<file path="src/rtl/ibex_tl_pkg.sv">
// rtl/ibex_tl_pkg.sv - TL-UL opcode constants and A/D channel field widths
//
// Shared by the Ibex-to-TL-UL bridge and its sub-modules.
// Contents: A/D field widths, A-channel opcodes (Get, PutFullData,
// PutPartialData), D-channel opcodes (AccessAck, AccessAckData) and a helper
// that selects the A opcode from the core's write enable and byte enables.

package ibex_tl_pkg;

  localparam int TL_OPCODE_W = 3;
  localparam int TL_PARAM_W  = 3;
  localparam int TL_SIZE_W   = 2;
  localparam int TL_SOURCE_W = 8;
  localparam int TL_ADDR_W   = 32;
  localparam int TL_MASK_W   = 4;
  localparam int TL_DATA_W   = 32;

  typedef enum logic [TL_OPCODE_W-1:0] {
    TL_PUT_FULL_DATA    = 3'd0,
    TL_PUT_PARTIAL_DATA = 3'd1,
    TL_GET              = 3'd4
  } tl_a_op_e;

  typedef enum logic [TL_OPCODE_W-1:0] {
    TL_ACCESS_ACK      = 3'd0,
    TL_ACCESS_ACK_DATA = 3'd1
  } tl_d_op_e;

  // A full-word write is PutFullData; any write with a byte hole is partial.
  function automatic tl_a_op_e tl_a_opcode(input logic we, input logic [TL_MASK_W-1:0] be);
    if (!we) begin
      return TL_GET;
    end else if (be == 4'hF) begin
      return TL_PUT_FULL_DATA;
    end else begin
      return TL_PUT_PARTIAL_DATA;
    end
  endfunction

endpackage

</file>
<file path="src/rtl/ibex_tl_bridge_fifo.sv">
// rtl/ibex_tl_bridge_fifo.sv - in-order 1-bit request-type FIFO
//
// Ports:
//   clock, reset        sole clock, synchronous active-high reset
//   push, push_data     enqueue one entry (ignored when full)
//   pop                 dequeue the head entry (ignored when empty)
//   pop_data            current head entry
//   full, empty         occupancy flags

module ibex_tl_bridge_fifo #(
  parameter int DEPTH = 2
) (
  input  logic clock,
  input  logic reset,
  input  logic push,
  input  logic push_data,
  input  logic pop,
  output logic pop_data,
  output logic full,
  output logic empty
);

  localparam int PTR_W = (DEPTH > 1) ? $clog2(DEPTH) : 1;
  localparam int CNT_W = $clog2(DEPTH + 1);
  localparam logic [PTR_W-1:0] LAST_PTR = PTR_W'(DEPTH - 1);
  localparam logic [CNT_W-1:0] DEPTH_C  = CNT_W'(DEPTH);

  logic [DEPTH-1:0] mem;
  logic [PTR_W-1:0] wr_ptr;
  logic [PTR_W-1:0] rd_ptr;
  logic [CNT_W-1:0] cnt;
  logic             push_ok;
  logic             pop_ok;

  assign full     = (cnt == DEPTH_C);
  assign empty    = (cnt == '0);
  assign push_ok  = push && !full;
  assign pop_ok   = pop && !empty;
  assign pop_data = mem[rd_ptr];

  // Entry storage needs no reset: an entry is only read after it was written.
  always_ff @(posedge clock) begin
    if (push_ok) begin
      mem[wr_ptr] <= push_data;
    end
  end

  always_ff @(posedge clock) begin
    if (reset) begin
      wr_ptr <= '0;
      rd_ptr <= '0;
      cnt    <= '0;
    end else begin
      if (push_ok) begin
        wr_ptr <= (wr_ptr == LAST_PTR) ? '0 : wr_ptr + 1'b1;
      end
      if (pop_ok) begin
        rd_ptr <= (rd_ptr == LAST_PTR) ? '0 : rd_ptr + 1'b1;
      end
      if (push_ok && !pop_ok) begin
        cnt <= cnt + 1'b1;
      end else if (!push_ok && pop_ok) begin
        cnt <= cnt - 1'b1;
      end
    end
  end

endmodule

</file>
<file path="src/rtl/ibex_tl_bridge.sv">
// rtl/ibex_tl_bridge.sv - Ibex core data bus to TL-UL host bridge
//
// Optional feature macro: IBEX_TL_BRIDGE_PROTO_CHECK_EN (D-channel opcode /
// source checking and sticky io_protocol_err_o; tied off when undefined).
//
// Ports:
//   clock, reset                 sole clock, synchronous active-high reset
//   io_req_i .. io_wdata_i       core request side (req/we/be/addr/wdata)
//   io_gnt_o                     request accepted this cycle
//   io_rvalid_o/rdata_o/err_o    registered response, one per granted request
//   io_a_*                       TL-UL A channel (host -> device)
//   io_d_*                       TL-UL D channel (device -> host)
//   io_protocol_err_o            sticky protocol-violation flag

module ibex_tl_bridge
  import ibex_tl_pkg::*;
#(
  parameter int MAX_OUTSTANDING = 2,
  parameter int SOURCE_ID       = 0
) (
  input  logic                   clock,
  input  logic                   reset,
  input  logic                   io_req_i,
  output logic                   io_gnt_o,
  output logic                   io_rvalid_o,
  input  logic                   io_we_i,
  input  logic [TL_MASK_W-1:0]   io_be_i,
  input  logic [TL_ADDR_W-1:0]   io_addr_i,
  input  logic [TL_DATA_W-1:0]   io_wdata_i,
  output logic [TL_DATA_W-1:0]   io_rdata_o,
  output logic                   io_err_o,
  output logic                   io_a_valid_o,
  input  logic                   io_a_ready_i,
  output logic [TL_OPCODE_W-1:0] io_a_opcode_o,
  output logic [TL_PARAM_W-1:0]  io_a_param_o,
  output logic [TL_SIZE_W-1:0]   io_a_size_o,
  output logic [TL_SOURCE_W-1:0] io_a_source_o,
  output logic [TL_ADDR_W-1:0]   io_a_address_o,
  output logic [TL_MASK_W-1:0]   io_a_mask_o,
  output logic [TL_DATA_W-1:0]   io_a_data_o,
  input  logic                   io_d_valid_i,
  output logic                   io_d_ready_o,
  input  logic [TL_OPCODE_W-1:0] io_d_opcode_i,
  input  logic [TL_SOURCE_W-1:0] io_d_source_i,
  input  logic [TL_DATA_W-1:0]   io_d_data_i,
  input  logic                   io_d_denied_i,
  output logic                   io_protocol_err_o
);

  localparam logic [2:0] MAX_CNT = 3'(MAX_OUTSTANDING);

  logic [2:0]           count;
  logic                 gnt;
  logic                 d_accept;
  logic                 head_is_write;
  logic                 fifo_full;
  logic                 fifo_empty;
  logic                 unused_fifo_flags;
  logic                 proto_mismatch;
  logic                 rvalid_q;
  logic                 err_q;
  logic [TL_DATA_W-1:0] rdata_q;

  // A channel: valid only while a slot is free; the count is registered so a
  // slot freed by this cycle's response is not reusable until the next cycle.
  assign io_a_valid_o   = io_req_i && (count < MAX_CNT);
  assign gnt            = io_a_valid_o && io_a_ready_i;
  assign io_gnt_o       = gnt;
  assign io_a_opcode_o  = tl_a_opcode(io_we_i, io_be_i);
  assign io_a_param_o   = '0;
  assign io_a_size_o    = 2'd2;
  assign io_a_source_o  = TL_SOURCE_W'(SOURCE_ID);
  assign io_a_address_o = io_addr_i;
  assign io_a_mask_o    = io_be_i;
  assign io_a_data_o    = io_wdata_i;

  // D channel is always accepted; beats with nothing outstanding are dropped.
  assign io_d_ready_o = 1'b1;
  assign d_accept     = io_d_valid_i && (count != '0);

  ibex_tl_bridge_fifo #(
    .DEPTH(MAX_OUTSTANDING)
  ) u_type_fifo (
    .clock    (clock),
    .reset    (reset),
    .push     (gnt),
    .push_data(io_we_i),
    .pop      (d_accept),
    .pop_data (head_is_write),
    .full     (fifo_full),
    .empty    (fifo_empty)
  );

  // Occupancy is tracked by count; the FIFO flags mirror it.
  assign unused_fifo_flags = fifo_full ^ fifo_empty;

  always_ff @(posedge clock) begin
    if (reset) begin
      count <= '0;
    end else if (gnt && !d_accept) begin
      count <= count + 3'd1;
    end else if (!gnt && d_accept) begin
      count <= count - 3'd1;
    end
  end

`ifdef IBEX_TL_BRIDGE_PROTO_CHECK_EN
  logic             proto_err_q;
  logic             d_drop;
  tl_d_op_e         exp_d_op;

  assign exp_d_op       = head_is_write ? TL_ACCESS_ACK : TL_ACCESS_ACK_DATA;
  assign proto_mismatch = (io_d_opcode_i != exp_d_op) ||
                          (io_d_source_i != TL_SOURCE_W'(SOURCE_ID));
  assign d_drop         = io_d_valid_i && (count == '0);

  always_ff @(posedge clock) begin
    if (reset) begin
      proto_err_q <= 1'b0;
    end else if ((d_accept && proto_mismatch) || d_drop) begin
      proto_err_q <= 1'b1;
    end
  end

  assign io_protocol_err_o = proto_err_q;
`else
  logic unused_d_fields;

  assign proto_mismatch    = 1'b0;
  assign unused_d_fields   = ^{io_d_opcode_i, io_d_source_i};
  assign io_protocol_err_o = 1'b0;
`endif

  // Response register: writes return zero data; rdata/err hold between beats.
  always_ff @(posedge clock) begin
    if (reset) begin
      rvalid_q <= 1'b0;
      err_q    <= 1'b0;
      rdata_q  <= '0;
    end else begin
      rvalid_q <= d_accept;
      if (d_accept) begin
        err_q   <= io_d_denied_i || proto_mismatch;
        rdata_q <= head_is_write ? '0 : io_d_data_i;
      end
    end
  end

  assign io_rvalid_o = rvalid_q;
  assign io_err_o    = err_q;
  assign io_rdata_o  = rdata_q;

endmodule

</file>
<file path="config.mk">
export PLATFORM = sky130hd
export DESIGN_NAME = ibex_tl_bridge
export DESIGN_NICKNAME = d
export VERILOG_FILES = /design/src/rtl/ibex_tl_pkg.sv /design/src/rtl/ibex_tl_bridge_fifo.sv /design/src/rtl/ibex_tl_bridge.sv
export SDC_FILE = /design/constraint.sdc
export NUM_CORES = 1
export LEC_CHECK = 0
export CAP_MARGIN = 20
export CORE_ASPECT_RATIO = 1.2
export CORE_MARGIN = 5
export CORE_UTILIZATION = 33
export CTS_BUF_LIST = sky130_fd_sc_hd__clkbuf_8
export CTS_CLUSTER_DIAMETER = 120
export DETAILED_ROUTE_END_ITERATION = 12
export GPL_ROUTABILITY_DRIVEN = 0
export PLACE_DENSITY = 0.88
export SLEW_MARGIN = 20
export SYNTH_ARGS = -nofsm -noshare
export SYNTH_HDL_FRONTEND = slang
export SYNTH_SLANG_ARGS = --single-unit
</file>
<file path="constraint.sdc">
create_clock -name clock -period 5.7 [get_ports clock]
set_input_delay 1.14 -clock clock [delete_from_list [all_inputs] [get_ports clock]]
set_output_delay 1.14 -clock clock [all_outputs]
set_load 0.01 [all_outputs]
</file>
Word level (Yosys, flattened, before mapping):

Cells that the tools add are included.

* register bits: 43
* bits of input ports: 118
* output and inout bits: 122
* word-level logic and storage cells: 54

* add/subtract/negate cells: 6
* order comparisons: 4
* equal/unequal tests: 2
* multiplexer cells: 14
* reduce and logical (&&, ||, !) cells: 20

Operators with widths (count)
* $mux W32: 1
* $logic_and A1 B1 Y1: 10
* $mux W3: 3
* $logic_not A1 Y1: 6
* $mux W1: 6
* $eq A4 B4 Y1 const B: 1
* $lt A1 B2 Y1 const B: 2
* $mux W2: 2
* $reduce_bool A2 Y1: 2
* $add A3 B1 Y3 const B: 1
* $lt A3 B2 Y1 const B: 1
* $reduce_bool A3 Y1: 1
* $sub A3 B1 Y3 const B: 1
* $add A1 B1 Y1 const B: 2
* $add A2 B1 Y2 const B: 1
* $bwmux W2: 1
* $eq A2 B2 Y1 const B: 1
* $logic_not A2 Y1: 1
* $sub A2 B1 Y2 const B: 1
* $demux W1 S1: 1
* $ge A1 B1 Y1 const B: 1

Longest topological paths before layout:

Gate-level depths: netlist of the first run.

* depth in word-level cells: 8
* gate-level depth with buffers: 9
* gate-level depth less buffers: 8

Cells and area by module:

From an unflattened synthesis of the first run, not the netlist that was laid out.

* cell total of the unflattened synthesis: 279
* area total of the unflattened synthesis: 2419.8 um2

By module, submodules not included
* ibex_tl_bridge: times used 1, cells an instance 253, area each 2154.6 um2, sequential area each 740.7 um2
* ibex_tl_bridge_fifo: times used 1, cells an instance 26, area each 265.3 um2, sequential area each 140.1 um2

Least setup slack after synthesis of the first run:

OpenSTA, ideal clock, no wires.

* path type: input to register
* start: in io_d_valid_i
* end: reg count[2]
* library setup time: 0.071 ns
* arrival time: 2.625 ns
* required time: 5.629 ns
* path slack: 3.004 ns
* cell stages on the path: 9
* buffers on the path: 1
* cells stage by stage: o31a_2 -> buf_6 -> inv_1 -> ha_1 -> inv_1 -> fa_1 -> xor2_1 -> or3_1 -> a21oi_1

* word-level cells in the longest chain between the ends: 4
* elaborated cells on any way between the ends: 6
* classes of those cells: 1 x mux; 5 x reduce/logical

RTL lines
* from (decl): RTL line ibex_tl_bridge.sv:41 `input logic io_d_valid_i,`
* $logic_and A1 B1 Y1 (*): RTL line ibex_tl_bridge.sv:79 `assign d_accept = io_d_valid_i && (count != '0);`
* $logic_not A1 Y1: RTL line ibex_tl_bridge.sv:100 `end else if (gnt && !d_accept) begin`
* $logic_and A1 B1 Y1: RTL line ibex_tl_bridge.sv:100
* $mux W3 or $reduce_bool A2 Y1 (tied branches)
* to (signal assigned): RTL line ibex_tl_bridge.sv:101 `count <= count + 3'd1;`
* to (signal assigned): RTL line ibex_tl_bridge.sv:103 `count <= count - 3'd1;`
* to (decl): RTL line ibex_tl_bridge.sv:52 `logic [2:0] count;`

Mark *: on every way between the ends. The rest lies on a longest branch, timed or not.
A chain may end at the register's enable or synchronous reset.

Final worst setup path of the first run:

* start: in io_we_i
* end: out io_a_opcode_o[0]

* word-level cells in the longest chain between the ends: 1

RTL lines
* from (decl): RTL line ibex_tl_bridge.sv:26 `input logic io_we_i,`
* $mux W3: RTL line ibex_tl_pkg.sv:31 `if (!we) begin`
* to (decl): RTL line ibex_tl_bridge.sv:34 `output logic [TL_OPCODE_W-1:0] io_a_opcode_o,`

No other way between the ends.

==> tab_implementation.tex, run 1 <==
\begin{tabular}{lr}
\hline
Metric & Value \\
\hline
\multicolumn{2}{l}{\textbf{Clocking}} \\
Clock tree sinks & 43 \\
Clock root buffer & clkbuf\_8 \\
Clock Tree Buf Depth & 2 \\
Number of resized instances in the post-cts repair step & 0 \\
Number of H-tree levels & 2 \\
Clock input transition at the sequential cells of the worst setup and hold paths & 0.08 ns \\
Post-CTS Repair Setup Buffers & 0 \\
Insertion delay of the later-clocked pin in the worst-skew pair & 0.29 ns \\
Total of hold buffers inserted after clock tree synthesis & 0 \\
Clock tree from TritonCTS & done \\
Num CTS Buffers & 5 \\
\multicolumn{2}{l}{\textbf{STA}} \\
Final worst path period share & 63.1\% \\
Number of failing hold endpoints at the final stage & 0 \\
Max Fclk & 0.278 GHz \\
Unrepaired setup endpoints after global routing & no \\
Minimum period implied by the final worst setup slack & 3.60 ns \\
Slew headroom & 43.4\% \\
Worst clock skew on the final layout & 0.00790 ns \\
Count of endpoints failing setup in the final report & 0 \\
Post-Route Setup TNS & 0 ns \\
Max Transition Viols Final & 0 \\
Actual transition at the worst max-transition pin & 0.850 ns \\
Final worst-path setup slack & 2.10 ns \\
\multicolumn{2}{l}{\textbf{Setup path}} \\
Length in cells of the worst reg-to-reg path & 6 \\
Register-to-register path setup slack & 3.16 ns \\
Critical path type & primary input to output port \\
Critical path cell sequence & clkdlybuf4s50\_1, inv\_1, a41oi\_1, clkdlybuf4s50\_1 \\
Crit. Startpoint & io\_we\_i \\
Worst Setup Start Kind & primary input \\
Crit path top cell by count & clkdlybuf4s50\_1 \\
Critical Path Fanout Max & 3 \\
Critical path endpoint category & output port \\
Cell with the largest stage delay on the worst path & clkdlybuf4s50\_1 \\
Gate family responsible for the most delay along the worst path & buffers and inverters \\
Reg2reg end & u\_type\_fifo.cnt[1] \\
Worst R2R Start & count[1] \\
Worst path buffer plus inverter count & 3 \\
Biggest cell delay along the critical path & 0.57 ns \\
Total stage count of the critical path & 4 \\
Data required time of the worst path & 4.56 ns \\
Worst setup endpoint & io\_a\_opcode\_o[0] \\
Data arrival, critical path & 2.46 ns \\
\multicolumn{2}{l}{\textbf{Route}} \\
DR vias & 1632 \\
Sum of routed wire segments on met1 & 1780 um \\
Met3 Routed Length & 514 um \\
Initial DRC Count & 33 \\
Highest routed layer & met4 \\
Vias per Instance & 4.69 \\
Post-detailed-route wirelength per cell & 15.6 um \\
Remaining DRCs & 0 \\
Total wirelength of the detailed-routed design & 5430 um \\
Routed met2 length & 2660 um \\
ANT nets after route & 0 \\
1st-pass router iterations & 2 \\
\multicolumn{2}{l}{\textbf{Hold path}} \\
Min-delay worst type & flip-flop to flip-flop \\
Worst Hold Path Cells & 2 \\
\multicolumn{2}{l}{\textbf{Synthesis}} \\
Number of standard cells after synthesis & 249 \\
Asr flop ratio synth & 0\% \\
Yosys warning total & 0 \\
Number of distinct library cells after synthesis & 30 \\
Flop and latch count out of synthesis & 43 \\
Synthesized area per cell & 9.90 sq um \\
Share of the synthesized area in the top cell type & 33.3\% \\
Library cell with the highest instance count after synthesis & buf\_4 \\
Synth top area cells & dfxtp\_1 (33\%), buf\_4 (26\%), a31o\_1 (11\%) \\
Most common library cells after synthesis & buf\_4 (84), dfxtp\_1 (41), nor3b\_1 (33) \\
Post-synth design cell area & 2460 sq um \\
Largest area contributor in the netlist & dfxtp\_1 \\
Count of flip-flops with a built-in enable after synthesis & 2 \\
Most frequently used flop master after synthesis & dfxtp\_1 \\
Proportion of synthesized chip area in sequential cells & 35.7\% \\
\multicolumn{2}{l}{\textbf{Finish}} \\
Number of diodes & 0 \\
Synth-to-Final Area Change & 15.1\% \\
Share of final-layout standard cells stronger than drive strength 1 & 7.36\% \\
Total number of nets in the final design & 378 \\
\multicolumn{2}{l}{\textbf{Pwr}} \\
Pwr dens & 351 nW/um\^{}2 \\
IR Drop Worst-Case VDD & 318 uV \\
P\_leak & 0.00104 uW \\
\multicolumn{2}{l}{\textbf{Floorplan}} \\
Area of the die & 9310 sq um \\
Starting utilization of the core area & 33.9\% \\
Total core area & 7270 sq um \\
Height of the die & 105 um \\
Number of top-level pins & 240 \\
Die boundary width & 88.9 um \\
Number of rows in the core area & 34 \\
\multicolumn{2}{l}{\textbf{Global routing}} \\
Initial antenna violation count & 0 \\
Overall fraction of global-route tracks in use & 11.3\% \\
Grt ovf & 0 \\
Global-route wire length before repair & 8250 um \\
Number of global-route vias before repair & 1697 \\
Maximum number of pins on one net before global-route repair & 45 \\
\multicolumn{2}{l}{\textbf{Run status}} \\
Run status & finished, final reports clean \\
\multicolumn{2}{l}{\textbf{Place}} \\
Estimated wirelength of the detail-placed design & 4040 um \\
Pre-CTS WS & 2.01 ns \\
Port bufs & 84 \\
\multicolumn{2}{l}{\textbf{Run}} \\
Number of max-cap violations & 0 \\
\hline
\end{tabular}
==> kinds of logic (layout without fill, tap and decap cells) <==
group                    after synthesis  after routing  synth area share (%)
AO/OA/AOI/OAI                         42             42                  14.8
other                                  2             16                 0.305
AND/OR/NAND/NOR                       49             49                  13.6
XOR/XNOR                               4              4                  1.42
buffers and inverters                103             98                  31.1
adder cells (fa/ha/maj)                3              3                  1.83
flip-flops                            43             43                  35.7
multiplexers                           3              3                  1.32
==> worst min-delay path by stage <==
stage             start        to  slack (ns)
2_1_floorplan  count[2]  count[2]        0.48
3_3_place_gp   io_err_o  io_err_o        0.45
3_5_place_dp   io_err_o  io_err_o        0.46
4_1_cts        io_err_o  io_err_o        0.47
5_1_grt        io_err_o  io_err_o        0.51
6_report       io_err_o  io_err_o        0.46
==> power breakdown <==
part	switching, uW	internal [uW]
logic	184	185
clock network	103	128
registers	38.5	358
total	326	672
==> layer usage <==
metal / up-vias / global-route usage [%]
met4: 0 / 10.5
met5: - / 0
met1: 748 / 10.6
li1: 765 / -
met2: 73 / 19.2
met3: 46 / 2.91
==> state kept, by name, indices dropped and copies added (netlist names) <==
signal / count
count: 3
io_err_o: 1
io_rdata_o: 32
io_rvalid_o: 1
u_type_fifo.cnt: 2
u_type_fifo.mem: 2
u_type_fifo.rd_ptr: 1
u_type_fifo.wr_ptr: 1
==> worst reg2reg max path, delay by kind of cell, from the launching register on <==
family          cells  cell delay (ns)
fa+ha+maj           1             0.34
compound gates      3             0.88
flops               1             0.43
simple gates        1             0.38
buf+inv             1             0.44
==> layout by cell type, fill, tap and decap left out, drive strengths merged, types with 3 or more instances in the layout <==
cell / synthesis / routed
dfxtp: 41 / 41
conb: 2 / 16
clkdlybuf4s50: 0 / 83
inv: 4 / 4
xor2: 4 / 4
a21oi: 3 / 3
nor3b: 33 / 33
buf: 97 / 3
clkbuf: 2 / 5
o21ai: 3 / 3
nor2: 6 / 6
a31o: 32 / 32
nor2b: 4 / 4
==> through the flow <==
stage / utilization (%) / area [sq um] / hold slack (ns) / total power [uW] / instances
floorplan: - / 2520 / 0.480 / 715 / 263
global placement: 37.5 / 2730 / 0.453 / 760 / 340
detailed placement: 37.5 / 2730 / 0.455 / 778 / 340
CTS: 39.0 / 2840 / 0.471 / 1020 / 348
global route: 39.0 / 2840 / 0.506 / 1060 / 348
finish: 39.0 / 2840 / 0.463 / 997 / 348
==> cell type report <==
type / count / area [sq um]
clock buffer: 5 / 68.8
clock inverter: 3 / 38.8
fill: 726 / 4440
inverter: 4 / 15.0
multi-input combinational: 117 / 871
sequential: 43 / 881
tap: 90 / 113
timing repair buffer: 86 / 851
(Power assumes the default switching activity.)
==> inputs of run 2 (changes only) <==
--- a/config.mk
+++ b/config.mk
@@ -8,12 +8,12 @@
 export CAP_MARGIN = 20
 export CORE_ASPECT_RATIO = 1.2
 export CORE_MARGIN = 5
-export CORE_UTILIZATION = 33
+export CORE_UTILIZATION = 28
 export CTS_BUF_LIST = sky130_fd_sc_hd__clkbuf_8
 export CTS_CLUSTER_DIAMETER = 120
 export DETAILED_ROUTE_END_ITERATION = 12
 export GPL_ROUTABILITY_DRIVEN = 0
-export PLACE_DENSITY = 0.88
+export PLACE_DENSITY = 0.8
 export SLEW_MARGIN = 20
 export SYNTH_ARGS = -nofsm -noshare
 export SYNTH_HDL_FRONTEND = slang
==> constraint.sdc (replaced) <==
create_clock -name clock -period 3.2 [get_ports clock]
set_input_delay 0.64 -clock clock [delete_from_list [all_inputs] [get_ports clock]]
set_output_delay 0.64 -clock clock [all_outputs]
set_load 0.01 [all_outputs]
==> tab_implementation.tex, run 2 (synthesized netlist as in run 1, its figures left out) <==
\begin{tabular}{lr}
\hline
Metric & Value \\
\hline
\multicolumn{2}{l}{\textbf{Clocking}} \\
Number of H-tree levels & 2 (unchanged) \\
Clock input transition at the sequential cells of the worst setup and hold paths & 0.09 ns (was 0.08 ns) \\
Post-CTS Repair Setup Buffers & 0 (unchanged) \\
Number of resized instances in the post-cts repair step & 0 (unchanged) \\
Clock tree from TritonCTS & done (unchanged) \\
Insertion delay of the later-clocked pin in the worst-skew pair & 0.30 ns (was 0.29 ns) \\
Num CTS Buffers & 5 (unchanged) \\
Clock root buffer & clkbuf\_8 (unchanged) \\
Clock tree sinks & 43 (unchanged) \\
Clock Tree Buf Depth & 2 (unchanged) \\
Total of hold buffers inserted after clock tree synthesis & 0 (unchanged) \\
\multicolumn{2}{l}{\textbf{Setup path}} \\
Critical path cell sequence & clkdlybuf4s50\_1, inv\_1, a41oi\_1, clkdlybuf4s50\_1 (unchanged) \\
Critical path type & primary input to output port (unchanged) \\
Cell with the largest stage delay on the worst path & clkdlybuf4s50\_1 (unchanged) \\
Critical path endpoint category & output port (unchanged) \\
Biggest cell delay along the critical path & 0.57 ns (about the same) \\
Data required time of the worst path & 2.56 ns (was 4.56 ns) \\
Worst Setup Start Kind & primary input (unchanged) \\
Data arrival, critical path & 1.95 ns (was 2.46 ns) \\
Critical Path Fanout Max & 3 (unchanged) \\
Crit path top cell by count & clkdlybuf4s50\_1 (unchanged) \\
\multicolumn{2}{l}{\textbf{STA}} \\
Minimum period implied by the final worst setup slack & 2.59 ns \\
Number of failing hold endpoints at the final stage & 0 (unchanged) \\
Final worst path period share & 80.8\% \\
Unrepaired setup endpoints after global routing & no (unchanged) \\
Max Transition Viols Final & 0 (unchanged) \\
Max Fclk & 0.387 GHz \\
Actual transition at the worst max-transition pin & 0.625 ns (was 0.850 ns) \\
Slew headroom & 58.3\% (was 43.4\%) \\
Count of endpoints failing setup in the final report & 0 (unchanged) \\
Worst clock skew on the final layout & 0.0138 ns (was 0.00790 ns) \\
Post-Route Setup TNS & 0 ns (unchanged) \\
\multicolumn{2}{l}{\textbf{Route}} \\
Total wirelength of the detailed-routed design & 5580 um (was 5430 um) \\
DR vias & 1666 (was 1632) \\
Vias per Instance & 4.43 (was 4.69) \\
Post-detailed-route wirelength per cell & 14.8 um (was 15.6 um) \\
1st-pass router iterations & 4 (was 2) \\
Remaining DRCs & 0 (unchanged) \\
Initial DRC Count & 38 (was 33) \\
ANT nets after route & 0 (unchanged) \\
\multicolumn{2}{l}{\textbf{Pwr}} \\
P\_leak & 0.00103 uW (was 0.00104 uW) \\
IR Drop Worst-Case VDD & 586 uV (was 318 uV) \\
Post-layout total power & 1710 uW (was 997 uW) \\
Pwr dens & 600 nW/um\^{}2 (was 351 nW/um\^{}2) \\
\multicolumn{2}{l}{\textbf{Finish}} \\
Most frequent cells in the layout & clkdlybuf4s50\_1 (83), dfxtp\_1 (41), nor3b\_1 (33) (unchanged) \\
Synth-to-Final Area Change & 15.9\% (was 15.1\%) \\
Share of final-layout standard cells stronger than drive strength 1 & 7.72\% (was 7.36\%) \\
Leading cell type in the layout, fill and taps excluded & clkdlybuf4s50\_1 (unchanged) \\
Total number of nets in the final design & 379 (was 378) \\
Number of diodes & 0 (unchanged) \\
Number of flip-flops in the largest register & 32 (unchanged) \\
Post-route insts no fill & 376 (was 348) \\
\multicolumn{2}{l}{\textbf{Global routing}} \\
Grt ovf & 0 (unchanged) \\
Global-route wire length before repair & 8270 um (was 8250 um) \\
Initial antenna violation count & 0 (unchanged) \\
Maximum number of pins on one net before global-route repair & 66 (was 45) \\
Overall fraction of global-route tracks in use & 9.85\% (was 11.3\%) \\
Number of global-route vias before repair & 1697 (unchanged) \\
\multicolumn{2}{l}{\textbf{Floorplan}} \\
Area of the die & 10800 sq um (was 9310 sq um) \\
Height of the die & 113 um (was 105 um) \\
Die boundary width & 95.7 um (was 88.9 um) \\
Number of top-level pins & 240 (unchanged) \\
Number of rows in the core area & 37 (was 34) \\
Starting utilization of the core area & 28.6\% (was 33.9\%) \\
Total core area & 8610 sq um (was 7270 sq um) \\
\multicolumn{2}{l}{\textbf{Run status}} \\
Run status & finished, final reports clean (unchanged) \\
\multicolumn{2}{l}{\textbf{Place}} \\
Estimated wirelength of the detail-placed design & 4150 um (was 4040 um) \\
Inst Count DP & 368 (was 340) \\
Port bufs & 84 (unchanged) \\
\multicolumn{2}{l}{\textbf{Hold path}} \\
Min-delay worst type & flip-flop to flip-flop (unchanged) \\
\multicolumn{2}{l}{\textbf{Run}} \\
Number of max-cap violations & 0 (unchanged) \\
\hline
\end{tabular}
## run 2: stage by stage
stage	instance area (sq um)	hold WS, ns	utilization, %	worst slack (ns)
after floorplan	2520	0.480	-	1.00
after global placement	2770	0.446	32.2	0.569
after detailed placement	2770	0.471	32.2	0.519
after CTS	2860	0.488	33.2	0.609
after global routing	2860	0.510	33.2	0.508
final	2860	0.481	33.2	0.614
## run 2: final timing paths
path,startpoint,endpoint,cells past startpoint,slack (ns)
worst max-delay path,io_we_i,io_a_opcode_o[0],4,0.61
worst min-delay path,io_err_o,io_err_o,2,0.48
worst max register to register,count[1],count[2],8,1.04
worst min register to register,io_err_o,io_err_o,2,0.48
## run 2: critical path: cells and delay by family
family	cells	cell delay, ns
buffers and inverters	3	1.15
AO/OA/AOI/OAI	1	0.16
## run 2: cell type report
cell class | instances | area (sq um)
Clock buffer | 5 | 68.8
Clock inverter | 3 | 16.3
Fill cell | 893 | 5750
Inverter | 4 | 15.0
Multi-Input combinational cell | 117 | 871
Sequential cell | 43 | 881
Tap cell | 117 | 146
Timing Repair Buffer | 87 | 858
## run 2: metal layers
layer	GRT usage, %	up-vias	wire (um)
li1	-	770	-
met1	9.41	775	1890
met4	7.78	0	386
met3	2.93	53	563
met2	17.1	68	2740
met5	0	-	0
## run 2: power by group
part / internal [uW] / switching [uW]
clock: 150 / 192
combinational: 330 / 335
sequential: 637 / 70.0
